===== src/rtl/seq_alu.sv =====
// +----------------------------------------------------------------------------+
// | seq_alu : handshaked sequential ALU, single-cycle logic/arith/shift ops and |
// |           optional iterative shift-add multiplier (macro SEQ_ALU_MUL_EN).   |
// | Revision: 1.0                                                              |
// +----------------------------------------------------------------------------+
`default_nettype none

module seq_alu #(
   parameter int WIDTH = 8
) (
   input  logic             clk,
   input  logic             rst_n,
   input  logic             in_valid,
   output logic             in_ready,
   input  logic [2:0]       op,
   input  logic [WIDTH-1:0] a,
   input  logic [WIDTH-1:0] b,
   output logic             out_valid,
   input  logic             out_ready,
   output logic [WIDTH-1:0] result,
   output logic [WIDTH-1:0] result_hi,
   output logic             flag_c,
   output logic             flag_v,
   output logic             flag_z,
   output logic             flag_n,
   output logic             err
);

   localparam int SHW = $clog2(WIDTH);
   localparam int MSB = WIDTH - 1;

   localparam logic [2:0] c_op_add = 3'd0;
   localparam logic [2:0] c_op_sub = 3'd1;
   localparam logic [2:0] c_op_and = 3'd2;
   localparam logic [2:0] c_op_or  = 3'd3;
   localparam logic [2:0] c_op_xor = 3'd4;
   localparam logic [2:0] c_op_shl = 3'd5;
   localparam logic [2:0] c_op_shr = 3'd6;
`ifdef SEQ_ALU_MUL_EN
   localparam logic [2:0] c_op_mul = 3'd7;
   localparam int         CW       = SHW + 1;
   localparam logic [CW-1:0] c_cnt_load = CW'(WIDTH);
   localparam logic [CW-1:0] c_cnt_one  = CW'(1);
`endif

   typedef enum logic [1:0] {
      S_IDLE = 2'd0,
      S_DONE = 2'd1
`ifdef SEQ_ALU_MUL_EN
      ,
      S_MUL  = 2'd2
`endif
   } state_t;

   state_t           r_state, w_state_nxt;
   logic             r_out_valid, w_out_valid_nxt;
   logic [WIDTH-1:0] r_result, w_result_nxt;
   logic [WIDTH-1:0] r_result_hi, w_result_hi_nxt;
   logic             r_flag_c, w_flag_c_nxt;
   logic             r_flag_v, w_flag_v_nxt;
   logic             r_flag_z, w_flag_z_nxt;
   logic             r_flag_n, w_flag_n_nxt;
   logic             r_err, w_err_nxt;

`ifdef SEQ_ALU_MUL_EN
   logic [2*WIDTH-1:0] r_mcand, w_mcand_nxt;
   logic [WIDTH-1:0]   r_mplier, w_mplier_nxt;
   logic [2*WIDTH-1:0] r_prod, w_prod_nxt;
   logic [CW-1:0]      r_cnt, w_cnt_nxt;
   logic [2*WIDTH-1:0] w_prod_step;
`endif

   logic             w_accept;
   logic [WIDTH:0]   w_sum;
   logic [WIDTH:0]   w_diff;
   logic [WIDTH:0]   w_shl;
   logic [WIDTH:0]   w_shr;
   logic [SHW-1:0]   w_amt;
   logic [WIDTH-1:0] w_alu_res;
   logic             w_alu_c;
   logic             w_alu_v;
   logic             w_alu_err;

   assign in_ready = (r_state == S_IDLE) || ((r_state == S_DONE) && out_ready);
   assign w_accept = in_valid && in_ready;

   // Extra top bit of the sum/difference is the carry/borrow; shifts carry the
   // last bit pushed out in the extended position (0 when the amount is 0).
   assign w_sum  = {1'b0, a} + {1'b0, b};
   assign w_diff = {1'b0, a} - {1'b0, b};
   assign w_amt  = b[SHW-1:0];
   assign w_shl  = {1'b0, a} << w_amt;
   assign w_shr  = {a, 1'b0} >> w_amt;

   always_comb begin
      w_alu_res = '0;
      w_alu_c   = 1'b0;
      w_alu_v   = 1'b0;
      w_alu_err = 1'b0;
      case (op)
         c_op_add: begin
            w_alu_res = w_sum[WIDTH-1:0];
            w_alu_c   = w_sum[WIDTH];
            w_alu_v   = (a[MSB] == b[MSB]) && (w_sum[MSB] != a[MSB]);
         end
         c_op_sub: begin
            w_alu_res = w_diff[WIDTH-1:0];
            w_alu_c   = w_diff[WIDTH];
            w_alu_v   = (a[MSB] != b[MSB]) && (w_diff[MSB] != a[MSB]);
         end
         c_op_and: w_alu_res = a & b;
         c_op_or:  w_alu_res = a | b;
         c_op_xor: w_alu_res = a ^ b;
         c_op_shl: {w_alu_c, w_alu_res} = w_shl;
         c_op_shr: {w_alu_res, w_alu_c} = w_shr;
         default:  w_alu_err = 1'b1;
      endcase
   end

   always_ff @(posedge clk or negedge rst_n) begin
      if (!rst_n) begin
         r_state     <= S_IDLE;
         r_out_valid <= 1'b0;
         r_result    <= '0;
         r_result_hi <= '0;
         r_flag_c    <= 1'b0;
         r_flag_v    <= 1'b0;
         r_flag_z    <= 1'b0;
         r_flag_n    <= 1'b0;
         r_err       <= 1'b0;
`ifdef SEQ_ALU_MUL_EN
         r_mcand     <= '0;
         r_mplier    <= '0;
         r_prod      <= '0;
         r_cnt       <= '0;
`endif
      end else begin
         r_state     <= w_state_nxt;
         r_out_valid <= w_out_valid_nxt;
         r_result    <= w_result_nxt;
         r_result_hi <= w_result_hi_nxt;
         r_flag_c    <= w_flag_c_nxt;
         r_flag_v    <= w_flag_v_nxt;
         r_flag_z    <= w_flag_z_nxt;
         r_flag_n    <= w_flag_n_nxt;
         r_err       <= w_err_nxt;
`ifdef SEQ_ALU_MUL_EN
         r_mcand     <= w_mcand_nxt;
         r_mplier    <= w_mplier_nxt;
         r_prod      <= w_prod_nxt;
         r_cnt       <= w_cnt_nxt;
`endif
      end
   end

`ifdef SEQ_ALU_MUL_EN
   assign w_prod_step = r_mplier[0] ? (r_prod + r_mcand) : r_prod;
`endif

   always_comb begin
      w_state_nxt     = r_state;
      w_out_valid_nxt = r_out_valid;
      w_result_nxt    = r_result;
      w_result_hi_nxt = r_result_hi;
      w_flag_c_nxt    = r_flag_c;
      w_flag_v_nxt    = r_flag_v;
      w_flag_z_nxt    = r_flag_z;
      w_flag_n_nxt    = r_flag_n;
      w_err_nxt       = r_err;
`ifdef SEQ_ALU_MUL_EN
      w_mcand_nxt     = r_mcand;
      w_mplier_nxt    = r_mplier;
      w_prod_nxt      = r_prod;
      w_cnt_nxt       = r_cnt;
`endif
      case (r_state)
         S_IDLE, S_DONE: begin
            if (w_accept) begin
`ifdef SEQ_ALU_MUL_EN
               if (op == c_op_mul) begin
                  w_mcand_nxt     = {{WIDTH{1'b0}}, a};
                  w_mplier_nxt    = b;
                  w_prod_nxt      = '0;
                  w_cnt_nxt       = c_cnt_load;
                  w_out_valid_nxt = 1'b0;
                  w_state_nxt     = S_MUL;
               end else
`endif
               begin
                  w_result_nxt    = w_alu_res;
                  w_result_hi_nxt = '0;
                  w_flag_c_nxt    = w_alu_c;
                  w_flag_v_nxt    = w_alu_v;
                  w_flag_z_nxt    = (w_alu_res == '0);
                  w_flag_n_nxt    = w_alu_res[MSB];
                  w_err_nxt       = w_alu_err;
                  w_out_valid_nxt = 1'b1;
                  w_state_nxt     = S_DONE;
               end
            end else if ((r_state == S_DONE) && out_ready) begin
               w_out_valid_nxt = 1'b0;
               w_state_nxt     = S_IDLE;
            end
         end
`ifdef SEQ_ALU_MUL_EN
         S_MUL: begin
            // One multiplier bit per clock; the last step publishes the product.
            w_prod_nxt   = w_prod_step;
            w_mcand_nxt  = r_mcand << 1;
            w_mplier_nxt = r_mplier >> 1;
            w_cnt_nxt    = r_cnt - c_cnt_one;
            if (r_cnt == c_cnt_one) begin
               w_result_nxt    = w_prod_step[WIDTH-1:0];
               w_result_hi_nxt = w_prod_step[2*WIDTH-1:WIDTH];
               w_flag_c_nxt    = |w_prod_step[2*WIDTH-1:WIDTH];
               w_flag_v_nxt    = |w_prod_step[2*WIDTH-1:WIDTH];
               w_flag_z_nxt    = (w_prod_step == '0);
               w_flag_n_nxt    = w_prod_step[MSB];
               w_err_nxt       = 1'b0;
               w_out_valid_nxt = 1'b1;
               w_state_nxt     = S_DONE;
            end
         end
`endif
         default: begin
            w_out_valid_nxt = 1'b0;
            w_state_nxt     = S_IDLE;
         end
      endcase
   end

   assign out_valid = r_out_valid;
   assign result    = r_result;
   assign result_hi = r_result_hi;
   assign flag_c    = r_flag_c;
   assign flag_v    = r_flag_v;
   assign flag_z    = r_flag_z;
   assign flag_n    = r_flag_n;
   assign err       = r_err;

endmodule

`default_nettype wire


===== config.mk =====
export PLATFORM = sky130hd
export DESIGN_NAME = seq_alu
export DESIGN_NICKNAME = d
export VERILOG_FILES = /design/src/rtl/seq_alu.sv
export SDC_FILE = /design/constraint.sdc
export NUM_CORES = 1
export LEC_CHECK = 0
export BUFFER_PORTS_ARGS = -buffer_cell sky130_fd_sc_hd__buf_2
export CORE_UTILIZATION = 40
export CTS_CLUSTER_DIAMETER = 40
export DETAILED_ROUTE_END_ITERATION = 7
export GPL_TIMING_DRIVEN = 0
export HOLD_SLACK_MARGIN = 0.06
export SETUP_SLACK_MARGIN = 0.3
export SKIP_LAST_GASP = 1
export SLEW_MARGIN = 15
export SYNTH_ARGS = -nofsm -noshare
export SYNTH_HDL_FRONTEND = slang
export SYNTH_SLANG_ARGS = --single-unit

===== constraint.sdc =====
create_clock -name clk -period 3.6 [get_ports clk]
set_input_delay 0.54 -clock clk [delete_from_list [all_inputs] [get_ports clk]]
set_output_delay 0.54 -clock clk [all_outputs]
set_load 0.02 [all_outputs]

==> metrics.md <==
| Metric | Value |
|---|---|
| Status | `complete, no violations` |
| Bufs on Longest Clock Path | `2` |
| Area leader, netlist | `dfrtp_1` |
| Area grow syn2layout | `14.6%` |
| Post-DRT Antenna Nets | `0` |
| Main synth FF type | `dfrtp_1` |
| Worst min path class | `in -> async` |
| CP max stage delay | `0.40 ns` |
| Fin. max-slew vios | `0` |
| Startpoint types | `input port` |
| RSZ-0062 raised after global routing | `false` |
| Critical Path End Type | `flop` |
| Hold Buf Count CTS | `0` |
| Die Width | `79.1 µm` |
| Number of port buffers | `37` |
| Maximum vdd drop | `0.224 mV` |
| Synth Register Bits | `13` |
| Slowest CP cell | `nor4b_2` |
| Power density over the cells | `251 nW/µm²` |
| DR iter-0 viols | `256` |
| Total Wirelength | `6.60 mm` |
| DRC | `0` |
| Drt first pass iters | `4` |
| Rows | `27` |
| Top-level I/O count | `46` |
| Cell depth of the worst flop-to-flop path | `7` |
| Area share of the leading cell type in the synthesized netlist | `13.7%` |
| Final hold viol count | `0` |
| Worst-skew pair later-pin latency | `0.24 ns` |
| Final Net Count | `374` |
| Crit Path Max Fanout | `11` |
| RR Endpoint | `flag_z` |
| Flop2flop setup slack | `1.52 ns` |
| Cts repair resizes | `0` |
| CP cell instances | `buf_2 > inv_1 > buf_2 > ha_1 > o21ba_2 > o221a_2 > nor2b_1 > mux2i_1 > nor4b_2 > and3_1 > a32o_1` |
| Layout Skew | `0.00140 ns` |
| Crit path kind | `in -> reg` |
| Crit path DAT | `3.06 ns` |
| GP Congestion | `0.948` |
| First-pass GRT wire length | `10.8 mm` |
| Synth area leaders | `dfrtp_1 14%, ha_1 13%, mux2i_1 7.2%` |
| Yosys warns | `0` |
| Max Freq | `0.347 GHz` |
| Initial antenna violation count | `0` |
| Most common cell on crit path | `buf_2` |
| Avg Vias per Cell | `5.70` |
| Met2 Use GR | `37.3%` |
| Root Driver | `clkbuf_8` |
| Synth Instances | `275` |
| Leakage | `0.00134 µW` |
| Register area share after synthesis | `13.7%` |
| CTS tree | `built` |
| Finish-stage setup viols | `0` |
| Max Cap Viol | `0` |
| Setup bufs post-CTS | `0` |
| Area of the multi-input gates | `1790 µm²` |
| Final worst path period share | `80.0%` |
| Cell area after synthesis | `2380 µm²` |
| Area of the core | `5610 µm²` |
| Initial Util | `42.4%` |
| # clock sinks | `13` |
| GR peak layer | `met2` |
| Required time of the critical path | `3.78 ns` |
| Worst r2r src | `out_valid` |
| Die area | `6260 µm²` |
| Post-synthesis async set-or-reset flop share | `100%` |
| Number of synthesized flops with an enable pin | `0` |
| Final TNS setup | `0 ns` |
| Clock transition at the registers of the reported paths | `0.05 ns` |
| Fin util | `48.6%` |
| # fillers | `596` |
| Sequential Area | `325 µm²` |
| Htree depth | `1` |
| Drt wl/cell | `16.7 µm` |
| Cell variety after synth | `74` |
| Post-synthesis area per instance | `8.65 µm²` |
| CTS buffer count | `3` |
| Rel. slew slack | `42.2%` |
| Minimum clock period | `2.88 ns` |
| Slew @ Worst Pin | `0.861 ns` |
| Routed via count | `2250` |
| Ratio of cells with drive above 1 in the final layout | `27.6%` |
| Vias in the first global route | `2078` |
| M3 GR Usage | `2.30%` |
| Met1 Use GR | `29.5%` |
| Hpwl dp | `5.25 mm` |
| Largest net degree at the start of global routing | `14` |
| Die Span Y | `79.1 µm` |
| Gr usage total | `22.1%` |
| Gr ovfl total | `0` |
| Antenna diodes | `0` |
[kinds of logic after synthesis]
| group | share of synthesized area, % |
|---|---|
| compound gates | 27.6 |
| simple gates | 17.8 |
| buf+inv | 12.4 |
| fa+ha+maj | 14.8 |
| mux | 11.7 |
| flops | 13.7 |
| xor+xnor | 1.84 |
| other cells | 0.158 |
[metal layers]
layer | wire length [µm] | part of all wire (%)
met5 | 0 | 0
met4 | 79 | 1.2
met3 | 544 | 8.2
met2 | 3110 | 47
met1 | 2870 | 43
[per-stage QoR]
stage	setup WS [ns]	power (µW)	std cells	hold WS, ns	instance area, µm²
2_1_floorplan	1.03	446	282	0.244	2410
3_3_place_gp	0.508	553	391	0.438	2680
3_5_place_dp	0.456	556	391	0.436	2680
4_1_cts	0.698	686	395	0.177	2730
5_1_grt	0.534	733	395	0.185	2730
6_report	0.719	684	395	0.171	2730
[sequential cells by signal, summed over array words and instances (netlist names)]
signal,flops
out_valid,1
flag_c,1
flag_z,1
err,1
flag_v,1
result,8
[cell usage in the layout (no fill, tap or decap), drive strengths merged, types with 3 or more instances in the layout]
cell type	instances
ha	25
conb	8
and3	7
a21oi	16
nor2b	6
a22oi	10
o21bai	3
a21o	3
o21ai	9
xor2	3
clkbuf	8
nand3b	3
a221oi	4
nand2	17
buf	59
nand2b	4
o32ai	3
o22ai	4
mux2	5
o211ai	5
o221a	3
nor2	13
mux2i	18
nand3	3
inv	22
dfrtp	13
nor3	6
[report_power, final]
group	internal (µW)	switching, µW	total [µW]
sequential	169	10.5	179
clock	78.0	48.8	127
combinational	155	223	378
total	402	283	684
[Yosys cell counts, drive strengths merged (6+ instances only)]
cell type   n
a21oi      16
and3        7
nor2b       6
nand2      17
o21ai       9
nor3        6
ha         25
nor2       13
mux2i      18
inv        22
dfrtp      13
a22oi      10
buf        22
[critical path, delay by kind of cell]
family | cells | cell delay, ns
and+or+nand+nor | 3 | 0.77
buffers and inverters | 3 | 0.62
adders and majority gates | 1 | 0.32
AOI/OAI and AO/OA | 3 | 0.66
muxes | 1 | 0.13
[worst max-delay path by stage]
stage / start / endpoint / slack (ns) / cells past startpoint
finish: b[1] / flag_z / 0.72 / 11
global route: b[1] / flag_z / 0.53 / 11
CTS: b[1] / flag_z / 0.70 / 11
detailed placement: b[1] / flag_z / 0.46 / 11
global placement: b[1] / flag_z / 0.51 / 11
floorplan: b[1] / flag_z / 1.03 / 9
[area by class of cell]
cell class                 instances  area share [%]
tap                               72            3.30
inverter                          22            3.03
buffer                            26            7.76
multi-input combinational        221            65.5
sequential                        13            11.9
clock buffer                       4            1.65
timing repair buffer              37            6.79
No activity file was read; power rests on OpenSTA's default activity.
